**src/rtl/clz_pkg.sv**
```systemverilog
// clz_pkg: shared constants, sizing helpers and the pipeline slot type for
// the clz_norm_pipe leading-bit counter.
//
// The slot type is sized for the widest legal configuration (256-bit data,
// 9-bit count). Narrower instances zero-fill the unused upper bits, which
// synthesis removes as constant.
package clz_pkg;

  localparam int unsigned MAX_W     = 256;
  localparam int unsigned MAX_CNT_W = 9;

  // Ceiling log2. Valid for 1..2^31.
  function automatic int unsigned clog2(input int unsigned v);
    int unsigned r;
    r = 0;
    for (int unsigned i = 0; i < 32; i++) begin
      if ((32'd1 << i) < v) r = i + 1;
    end
    return r;
  endfunction

  function automatic int unsigned log2w(input int unsigned data_w);
    return clog2(data_w);
  endfunction

  function automatic int unsigned cnt_w(input int unsigned data_w);
    return clog2(data_w) + 1;
  endfunction

  // Number of register groups for a given stage packing.
  function automatic int unsigned ngrp(input int unsigned data_w,
                                       input int unsigned spr);
    return (clog2(data_w) + spr - 1) / spr;
  endfunction

  // One pipeline slot.
  //   valid : slot holds a sample
  //   mode  : 0 = leading zeros, 1 = leading ones
  //   cnt   : partial leading-bit count
  //   word  : working search word (mode-1 samples stored inverted)
  //   data  : full-width data (normalised progressively when enabled)
  typedef struct packed {
    logic                 valid;
    logic                 mode;
    logic [MAX_CNT_W-1:0] cnt;
    logic [MAX_W-1:0]     word;
    logic [MAX_W-1:0]     data;
  } slot_t;

endpackage

```
**src/rtl/clz_norm_pipe_step.sv**
```systemverilog
// clz_step: one combinational binary-search step of the leading-zero search.
//
// Parameters
//   DATA_W : data width (power of two, 4..256)
//   STEP   : search step k; examines a 2^k-bit half window
// Ports
//   word     in   working word, active window left-aligned
//   cnt      in   partial count
//   data     in   full-width data
//   word_nxt out  working word after this step
//   cnt_nxt  out  partial count after this step
//   data_nxt out  data after this step (shifted when CLZ_NORM_OUT_EN)
//
// Macro CLZ_NORM_OUT_EN: when defined, data is shifted left by 2^k whenever
// this step adds 2^k to the count; otherwise data passes through untouched.
module clz_step
  import clz_pkg::*;
#(
  parameter int unsigned DATA_W = 128,
  parameter int unsigned STEP   = 0
) (
  input  logic [DATA_W-1:0]      word,
  input  logic [clog2(DATA_W):0] cnt,
  input  logic [DATA_W-1:0]      data,
  output logic [DATA_W-1:0]      word_nxt,
  output logic [clog2(DATA_W):0] cnt_nxt,
  output logic [DATA_W-1:0]      data_nxt
);

  localparam int unsigned CNT_W = cnt_w(DATA_W);
  localparam int unsigned HALF  = 1 << STEP;

  logic              hit;
  logic [DATA_W-1:0] word_s;
  logic [DATA_W-1:0] data_s;
  logic [CNT_W-1:0]  cnt_s;

  // The active window is kept left-aligned: "keep the lower half" becomes a
  // left shift by the half width, so every step examines the top HALF bits.
  always_comb begin
    hit    = (word[DATA_W-1 -: HALF] == '0);
    word_s = hit ? (word << HALF) : word;
    cnt_s  = hit ? (cnt + CNT_W'(HALF)) : cnt;
`ifdef CLZ_NORM_OUT_EN
    data_s = hit ? (data << HALF) : data;
`else
    data_s = data;
`endif
  end

  if (STEP == 0) begin : g_last
    // Final remaining bit: a zero here means the word had no terminating bit.
    logic last;
    assign last     = ~word_s[DATA_W-1];
    assign word_nxt = word_s;
    assign cnt_nxt  = cnt_s + CNT_W'(last);
`ifdef CLZ_NORM_OUT_EN
    assign data_nxt = last ? (data_s << 1) : data_s;
`else
    assign data_nxt = data_s;
`endif
  end else begin : g_mid
    assign word_nxt = word_s;
    assign cnt_nxt  = cnt_s;
    assign data_nxt = data_s;
  end

endmodule

```
**src/rtl/clz_norm_pipe.sv**
```systemverilog
// clz_norm_pipe: pipelined leading-zero / leading-one counter with optional
// left normalisation and valid/ready backpressure.
//
// Parameters
//   DATA_W         : input word width (power of two, 4..256)
//   STAGES_PER_REG : search steps between pipeline registers (1..LOG2W)
//   Latency = 1 + ceil(LOG2W / STAGES_PER_REG) cycles.
// Ports
//   i_CLK   in   clock, rising edge
//   i_RSTn  in   asynchronous active-low reset
//   i_VALID in   input word valid
//   o_READY out  input accepted this cycle when i_VALID is high
//   i_MODE  in   0 = count leading zeros, 1 = count leading ones
//   i_DATA  in   input word
//   o_VALID out  output valid
//   i_READY in   downstream accepts output
//   o_CNT   out  leading-bit count, 0..DATA_W
//   o_ZERO  out  count equals DATA_W (no terminating bit)
//   o_DATA  out  normalised word (CLZ_NORM_OUT_EN) or delayed input word
//
// Macro CLZ_NORM_OUT_EN: defined -> o_DATA = i_DATA << o_CNT, zero-filled;
// undefined -> o_DATA = i_DATA delayed by the pipeline latency.
module clz_norm_pipe
  import clz_pkg::*;
#(
  parameter int unsigned DATA_W         = 128,
  parameter int unsigned STAGES_PER_REG = 1
) (
  input  logic                   i_CLK,
  input  logic                   i_RSTn,
  input  logic                   i_VALID,
  output logic                   o_READY,
  input  logic                   i_MODE,
  input  logic [DATA_W-1:0]      i_DATA,
  output logic                   o_VALID,
  input  logic                   i_READY,
  output logic [clog2(DATA_W):0] o_CNT,
  output logic                   o_ZERO,
  output logic [DATA_W-1:0]      o_DATA
);

  localparam int unsigned LOG2W = log2w(DATA_W);
  localparam int unsigned CNT_W = cnt_w(DATA_W);
  localparam int unsigned NGRP  = ngrp(DATA_W, STAGES_PER_REG);

  // pipe[0] is the input register, pipe[NGRP] the output register.
  slot_t pipe    [NGRP+1];
  slot_t cap;
  slot_t grp_nxt [NGRP];

  logic adv;

  logic [DATA_W-1:0] step_word     [LOG2W];
  logic [CNT_W-1:0]  step_cnt      [LOG2W];
  logic [DATA_W-1:0] step_data     [LOG2W];
  logic [DATA_W-1:0] step_word_nxt [LOG2W];
  logic [CNT_W-1:0]  step_cnt_nxt  [LOG2W];
  logic [DATA_W-1:0] step_data_nxt [LOG2W];

  // Whole pipeline moves in lockstep; bubbles are carried, not squeezed.
  assign adv     = ~pipe[NGRP].valid | i_READY;
  assign o_READY = adv;

  // Mode-1 words are inverted here so a single zero-search serves both modes.
  always_comb begin
    cap                    = '0;
    cap.valid              = i_VALID;
    cap.mode               = i_MODE;
    cap.word[DATA_W-1:0]   = i_MODE ? ~i_DATA : i_DATA;
    cap.data[DATA_W-1:0]   = i_DATA;
  end

  // Step j performs search step k = LOG2W-1-j. The first step of each group
  // reads that group's register; the others chain combinationally.
  for (genvar j = 0; j < LOG2W; j++) begin : g_step
    if (j % STAGES_PER_REG == 0) begin : g_head
      assign step_word[j] = pipe[j / STAGES_PER_REG].word[DATA_W-1:0];
      assign step_cnt[j]  = pipe[j / STAGES_PER_REG].cnt[CNT_W-1:0];
      assign step_data[j] = pipe[j / STAGES_PER_REG].data[DATA_W-1:0];
    end else begin : g_chain
      assign step_word[j] = step_word_nxt[j-1];
      assign step_cnt[j]  = step_cnt_nxt[j-1];
      assign step_data[j] = step_data_nxt[j-1];
    end

    clz_step #(
      .DATA_W (DATA_W),
      .STEP   (LOG2W - 1 - j)
    ) u_step (
      .word     (step_word[j]),
      .cnt      (step_cnt[j]),
      .data     (step_data[j]),
      .word_nxt (step_word_nxt[j]),
      .cnt_nxt  (step_cnt_nxt[j]),
      .data_nxt (step_data_nxt[j])
    );
  end

  // Register g+1 captures the last step of group g.
  for (genvar g = 0; g < NGRP; g++) begin : g_grp
    localparam int unsigned LAST =
      ((g + 1) * STAGES_PER_REG < LOG2W) ? (g + 1) * STAGES_PER_REG - 1
                                         : LOG2W - 1;
    assign grp_nxt[g] = {pipe[g].valid,
                         pipe[g].mode,
                         MAX_CNT_W'(step_cnt_nxt[LAST]),
                         MAX_W'(step_word_nxt[LAST]),
                         MAX_W'(step_data_nxt[LAST])};
  end

  always_ff @(posedge i_CLK or negedge i_RSTn) begin
    if (!i_RSTn) begin
      for (int unsigned i = 0; i <= NGRP; i++) pipe[i] <= '0;
    end else if (adv) begin
      pipe[0] <= cap;
      for (int unsigned g = 0; g < NGRP; g++) pipe[g+1] <= grp_nxt[g];
    end
  end

  assign o_VALID = pipe[NGRP].valid;
  assign o_CNT   = pipe[NGRP].cnt[CNT_W-1:0];
  assign o_ZERO  = (o_CNT == CNT_W'(DATA_W));
  assign o_DATA  = pipe[NGRP].data[DATA_W-1:0];

  // Upper slot bits (beyond DATA_W) and the final working word are never
  // consumed; fold them into a dead signal.
  logic unused_bits;
  always_comb begin
    unused_bits = 1'b0;
    for (int unsigned i = 0; i <= NGRP; i++) unused_bits = unused_bits ^ (^pipe[i]);
  end

endmodule

```
**config.mk**
```make
export PLATFORM = sky130hd
export DESIGN_NAME = clz_norm_pipe
export DESIGN_NICKNAME = d
export VERILOG_FILES = /design/src/rtl/clz_pkg.sv /design/src/rtl/clz_norm_pipe_step.sv /design/src/rtl/clz_norm_pipe.sv
export SDC_FILE = /design/constraint.sdc
export NUM_CORES = 2
export LEC_CHECK = 0
export ABC_AREA = 1
export CAP_MARGIN = 20
export CORE_AREA = 8 8 449 451
export DETAILED_ROUTE_END_ITERATION = 7
export DIE_AREA = 0 0 457 459
export PLACE_DENSITY = 0.69
export SLEW_MARGIN = 10
export SYNTH_ARGS = -nofsm -noshare
export SYNTH_HDL_FRONTEND = slang
export SYNTH_HIERARCHICAL = 1
export SYNTH_SLANG_ARGS = --single-unit
```
**constraint.sdc**
```tcl
create_clock -name i_CLK -period 1.9 [get_ports i_CLK]
set_input_delay 0.38 -clock i_CLK [delete_from_list [all_inputs] [get_ports i_CLK]]
set_output_delay 0.38 -clock i_CLK [all_outputs]
set_load 0.01 [all_outputs]
```
* Word-level counts from Yosys, hierarchy flattened *
Cells that the tools add are included.
W data, S select, Z words.

operators by class
  eq/ne operators = 1
  reductions and logical operators = 6
  bitwise logic cells = 4
  add/sub/neg operators = 7
  multiplexer cells = 15

operators by type and width
  cell                   count
  $mux W128              8
  $not A128 Y128         1
  $logic_not A64 Y1      1
  $mux W8                6
  $logic_not A32 Y1      1
  $logic_not A16 Y1      1
  $add A8 B1 Y8          1
  $add A8 B1 Y8 const B  1
  $add A8 B2 Y8 const B  1
  $add A8 B3 Y8 const B  1
  $add A8 B4 Y8 const B  1
  $add A8 B5 Y8 const B  1
  $add A8 B6 Y8 const B  1
  $eq A8 B8 Y1 const B   1
  $logic_not A8 Y1       1
  $mux W7                1
  $logic_not A4 Y1       1
  $logic_not A2 Y1       1
  $not A1 Y1             2
  $or A1 B1 Y1           1

storage, ports and cells
  logic and storage cells = 63
  register bits = 1,984

* Longest topological paths before layout *
  depth after elaboration = 3
  mapped depth = 15
  gate-level depth less buffers = 15

* Cells and area by module *
Netlist, hierarchy kept.

by module, submodules not included
  module                       instances  cells an instance  area an instance (sq um)
  clz_norm_pipe                1          8,806              76,993.8
  clz_step (g_step[3].u_step)  1          580                2,930.3
  clz_step (g_step[2].u_step)  1          557                2,870.3
  clz_step (g_step[6].u_step)  1          612                2,861.5
  clz_step (g_step[0].u_step)  1          488                2,813.9
  clz_step (g_step[1].u_step)  1          555                2,777.7
  clz_step (g_step[4].u_step)  1          558                2,713.9
  clz_step (g_step[5].u_step)  1          505                2,660.1

* Worst setup path before layout *
OpenSTA, ideal clock, no wires.

  path kind = register to register
  start = register pipe[906] (netlist bit)
  end = register pipe (netlist bit o_CNT[6])
  data arrival time = 1.808 ns
  stages on the path, launching flop included = 14
  required time = 1.774 ns
  path slack = -0.034 ns
  clock period less this slack = 1.934 ns
  setup time = 0.126 ns
  path buffers = 1
  cells stage by stage = dfrtp_1 -> clkbuf_1 -> xnor2_1 -> ha_1 -> ha_1 -> inv_1 -> nor2_1 -> nand2_1 -> nor2_1 -> nand2_1 -> nand2_1 -> nand2_1 -> nand2_1 -> o21ai_0

RTL lines
  what         line                 source
  from (decl)  clz_norm_pipe.sv:47  slot_t pipe [NGRP+1];

* Final worst setup path *
  start = register pipe (netlist bit o_CNT[4])
  end = output port o_ZERO

between the ends
  cells in the longest elaborated chain, start to end = 1

ends and longest elaborated chain
  what          line                  source
  $eq A8 B8 Y1  clz_norm_pipe.sv:122  assign o_ZERO = (o_CNT == CNT_W'(DATA_W));
  to (decl)     clz_norm_pipe.sv:38   output logic o_ZERO,

No other way between the ends.

==> load_flow_metrics.sql <==
INSERT INTO impl_metrics (metric_group, metric, value, unit) VALUES
('sta', 'worst_case_setup_margin_in_the_final_layout', '-0.152', 'ns'),
('status', 'run_status', 'finished, violations left', ''),
('pwr', 'power_per_cell_area', '1560', 'nW/um^2'),
('worst_setup_path', 'kind_of_capture_point_of_the_worst_setup_path', 'output pin', ''),
('floorplanning', 'chipWidth', '457', 'um'),
('clock_network', 'tritoncts_clock_tree', 'done', ''),
('sta', 'fmax', '487', 'MHz'),
('placement', 'io_buffer_count', '271', ''),
('routing', 'wire_per_inst', '15.7', 'um'),
('routing', 'detail_route.wirelength', '151000', 'um'),
('clock_network', 'clk_transition_reported_paths', '0.07', 'ns'),
('pwr', 'ir_drop', '0.941', 'mV'),
('logic_synthesis', 'postSynthAreaPerCell', '8.14', 'sq um'),
('grt', 'gr-total-overflow', '0', ''),
('min_path', 'hold_class', 'input port to asynchronous set/reset pin', ''),
('floorplanning', 'design.portCount', '272', ''),
('sta', 'finalSetupViolCount', '3', ''),
('pwr', 'power.static_leakage', '0.0353', 'uW'),
('routing', 'vias_per_cell', '4.36', ''),
('final_layout', 'multi_input_area', '18600', 'sq um'),
('final_layout', 'net_count_final', '7110', ''),
('worst_setup_path', 'worst_ep_required_time', '1.52', 'ns'),
('clock_network', 'htree_levels', '3', ''),
('sta', 'fin_crit_sh', '108', '%'),
('sta', 'drv_slew', '0', ''),
('worst_setup_path', 'cp_slowest_stage_delay', '0.47', 'ns'),
('worst_setup_path', 'cp-start-kind', 'flop', ''),
('worst_setup_path', 'cp_max_fo', '3', ''),
('clock_network', 'cts_made_buffers', '118', ''),
('routing', 'drt.antenna.violating_nets', '0', ''),
('grt', 'gr-usage-all-layers', '14.0', '%'),
('routing', 'num_vias', '42000', ''),
('floorplanning', 'initial_core_util', '32.6', '%'),
('worst_setup_path', 'critical-path-top-delay-family', 'flip-flops', ''),
('routing', 'drtPass1Iterations', '6', ''),
('final_layout', 'final_layout_size_suffix_gt1_share', '7.44', '%'),
('sta', 'final_critical_path_time_including_i_o_delays_and_setup', '2.05', 'ns'),
('clock_network', 'cts_num_sinks', '1342', ''),
('pwr', 'post-layout-total-power', '103000', 'uW'),
('final_layout', 'synthToLayoutAreaGrowth', '4.49', '%'),
('floorplanning', 'die-area', '210000', 'sq um'),
('final_layout', 'sequential_cell_area', '33600', 'sq um'),
('status', 'violations_in_the_final_reports', 'setup timing', ''),
('worst_setup_path', 'criticalPathCategory', 'flop to output pin', ''),
('clock_network', 'root_buffer', 'clkbuf_16', ''),
('grt', 'grt_max_degree', '90', ''),
('grt', 'grt_antenna_before_repair', '74', ''),
('logic_synthesis', 'mappedNetlistArea', '63400', 'sq um'),
('sta', 'report.final.hold_viol_count', '0', ''),
('logic_synthesis', 'ys_warn_count', '6', ''),
('logic_synthesis', 'postSynthCellCount', '7782', ''),
('final_layout', 'finish.utilization', '34.1', '%'),
('grt', 'grt_first_pass_wirelength', '237000', 'um'),
('grt', 'first_global_vias', '40700', ''),
('worst_setup_path', 'worstPathBufferInverterCount', '1', ''),
('floorplanning', 'core.rowCount', '162', ''),
('sta', 'timing.clock.skew', '0.0390', 'ns'),
('floorplanning', 'die_height', '459', 'um'),
('routing', 'drc_errors', '0', ''),
('final_layout', 'num-fill-cells', '19800', ''),
('sta', 'rsz0062_at_grt', 'true', ''),
('clock_network', 'clk_latency', '0.75', 'ns'),
('floorplanning', 'placeableCoreArea', '194000', 'sq um'),
('worst_setup_path', 'crit_path_cell_trace', 'nor2_2 > nand3_2 > nor2_4 > buf_12', ''),
('worst_setup_path', 'arr_time_crit_path', '1.67', 'ns'),
('worst_setup_path', 'cp_slowest_cell', 'dfrtp_2', ''),
('placement', 'post-dp-hpwl', '112000', 'um'),
('clock_network', 'clk_path_buf_depth', '3', ''),
('placement', 'gpl.final_weighted_congestion', '0.898', ''),
('run', 'cap_viol_max_count', '0', ''),
('routing', 'drt_first_iter_violations', '3508', '');
-- state kept, by name (all words and copies together) (netlist names) --
signal	flops
o_VALID	1
pipe	1198
o_CNT	8
o_DATA	128
grp_nxt	7
-- through the flow --
step / worst slack, ns / instance area [sq um] / setup TNS [ns] / std cells / hold WS (ns)
2_1_floorplan: 0.136 / 63400 / 0 / 7792 / 0.0844
3_5_place_dp: -0.256 / 61800 / -144.13 / 9374 / 0.310
6_report: -0.152 / 66200 / -0.241 / 9637 / 0.177
5_1_grt: -0.243 / 66200 / -0.823 / 9614 / 0.187
4_1_cts: -0.225 / 65900 / -0.530 / 9592 / 0.145
3_3_place_gp: -0.246 / 61800 / -146.40 / 9374 / 0.311
-- per-layer routing --
layer,up-vias,global-route usage (%),share of wire (%)
li1,20800,-,-
met1,19900,17.7,43
met2,898,22.3,45
met3,314,4.15,7.0
met4,36,6.52,4.9
met5,-,0,0.15
-- cell type report --
type | instances | area share (%)
clock buffer | 167 | 5.21
timing repair buffer | 513 | 8.52
inverter | 293 | 1.66
antenna | 38 | 0.144
tap | 2542 | 4.80
sequential | 1342 | 50.7
multi-input combinational | 4701 | 28.1
clock inverter | 41 | 0.852
-- power by group --
part           internal (uW)  switching (uW)
Sequential             41000            8240
Clock                  14100           10600
Combinational          11200           17900
-- final timing paths --
kind	end	cells after the start	start	slack [ns]
worst min-delay path	pipe[2170]	2	i_RSTn	0.18
max in group asynchronous	pipe[630]	4	i_RSTn	0.78
worst max register to register	o_CNT[6]	15	pipe[1035]	-0.02
min in group i_CLK	grp_nxt[3660]	3	i_VALID	0.21
worst min register to register	o_VALID	2	grp_nxt[522]	0.45
worst max-delay path	o_ZERO	4	o_CNT[4]	-0.15
-- layout by cell type, fill, tap and decap left out, types with 5 or more instances in the layout --
cell             instances
buf_2                    5
buf_6                    7
buf_12                  90
clkbuf_16              120
clkinvlp_4               5
dlygate4sd2_1           74
clkinv_2                18
nor2_1                  74
dfrtp_1               1333
nand2_1               4168
xor2_1                  12
clkbuf_8                31
clkdlybuf4s50_1        130
o21ai_0                141
bufinv_16               11
nand3_2                 13
inv_2                    8
nand3_1                219
nor2_2                  12
clkbuf_1                18
buf_4                  144
nor2_4                  10
dfrtp_2                  9
clkdlybuf4s15_1         48
nand4_1                  6
diode_2                 38
nand2_2                  9
conb_1                  11
inv_1                  284
ha_1                     6
-- what timing repair did --
item                                   4_1_cts  5_1_grt
cloned                                       2        2
endpoints found under the hold margin      852        0
resized for setup                          256       44
hold buffers                                 1        0
pin swaps                                    5       14
setup buffers                                7        5
setup endpoints to repair                  205       72
Power figures use the tool's default switching activity.
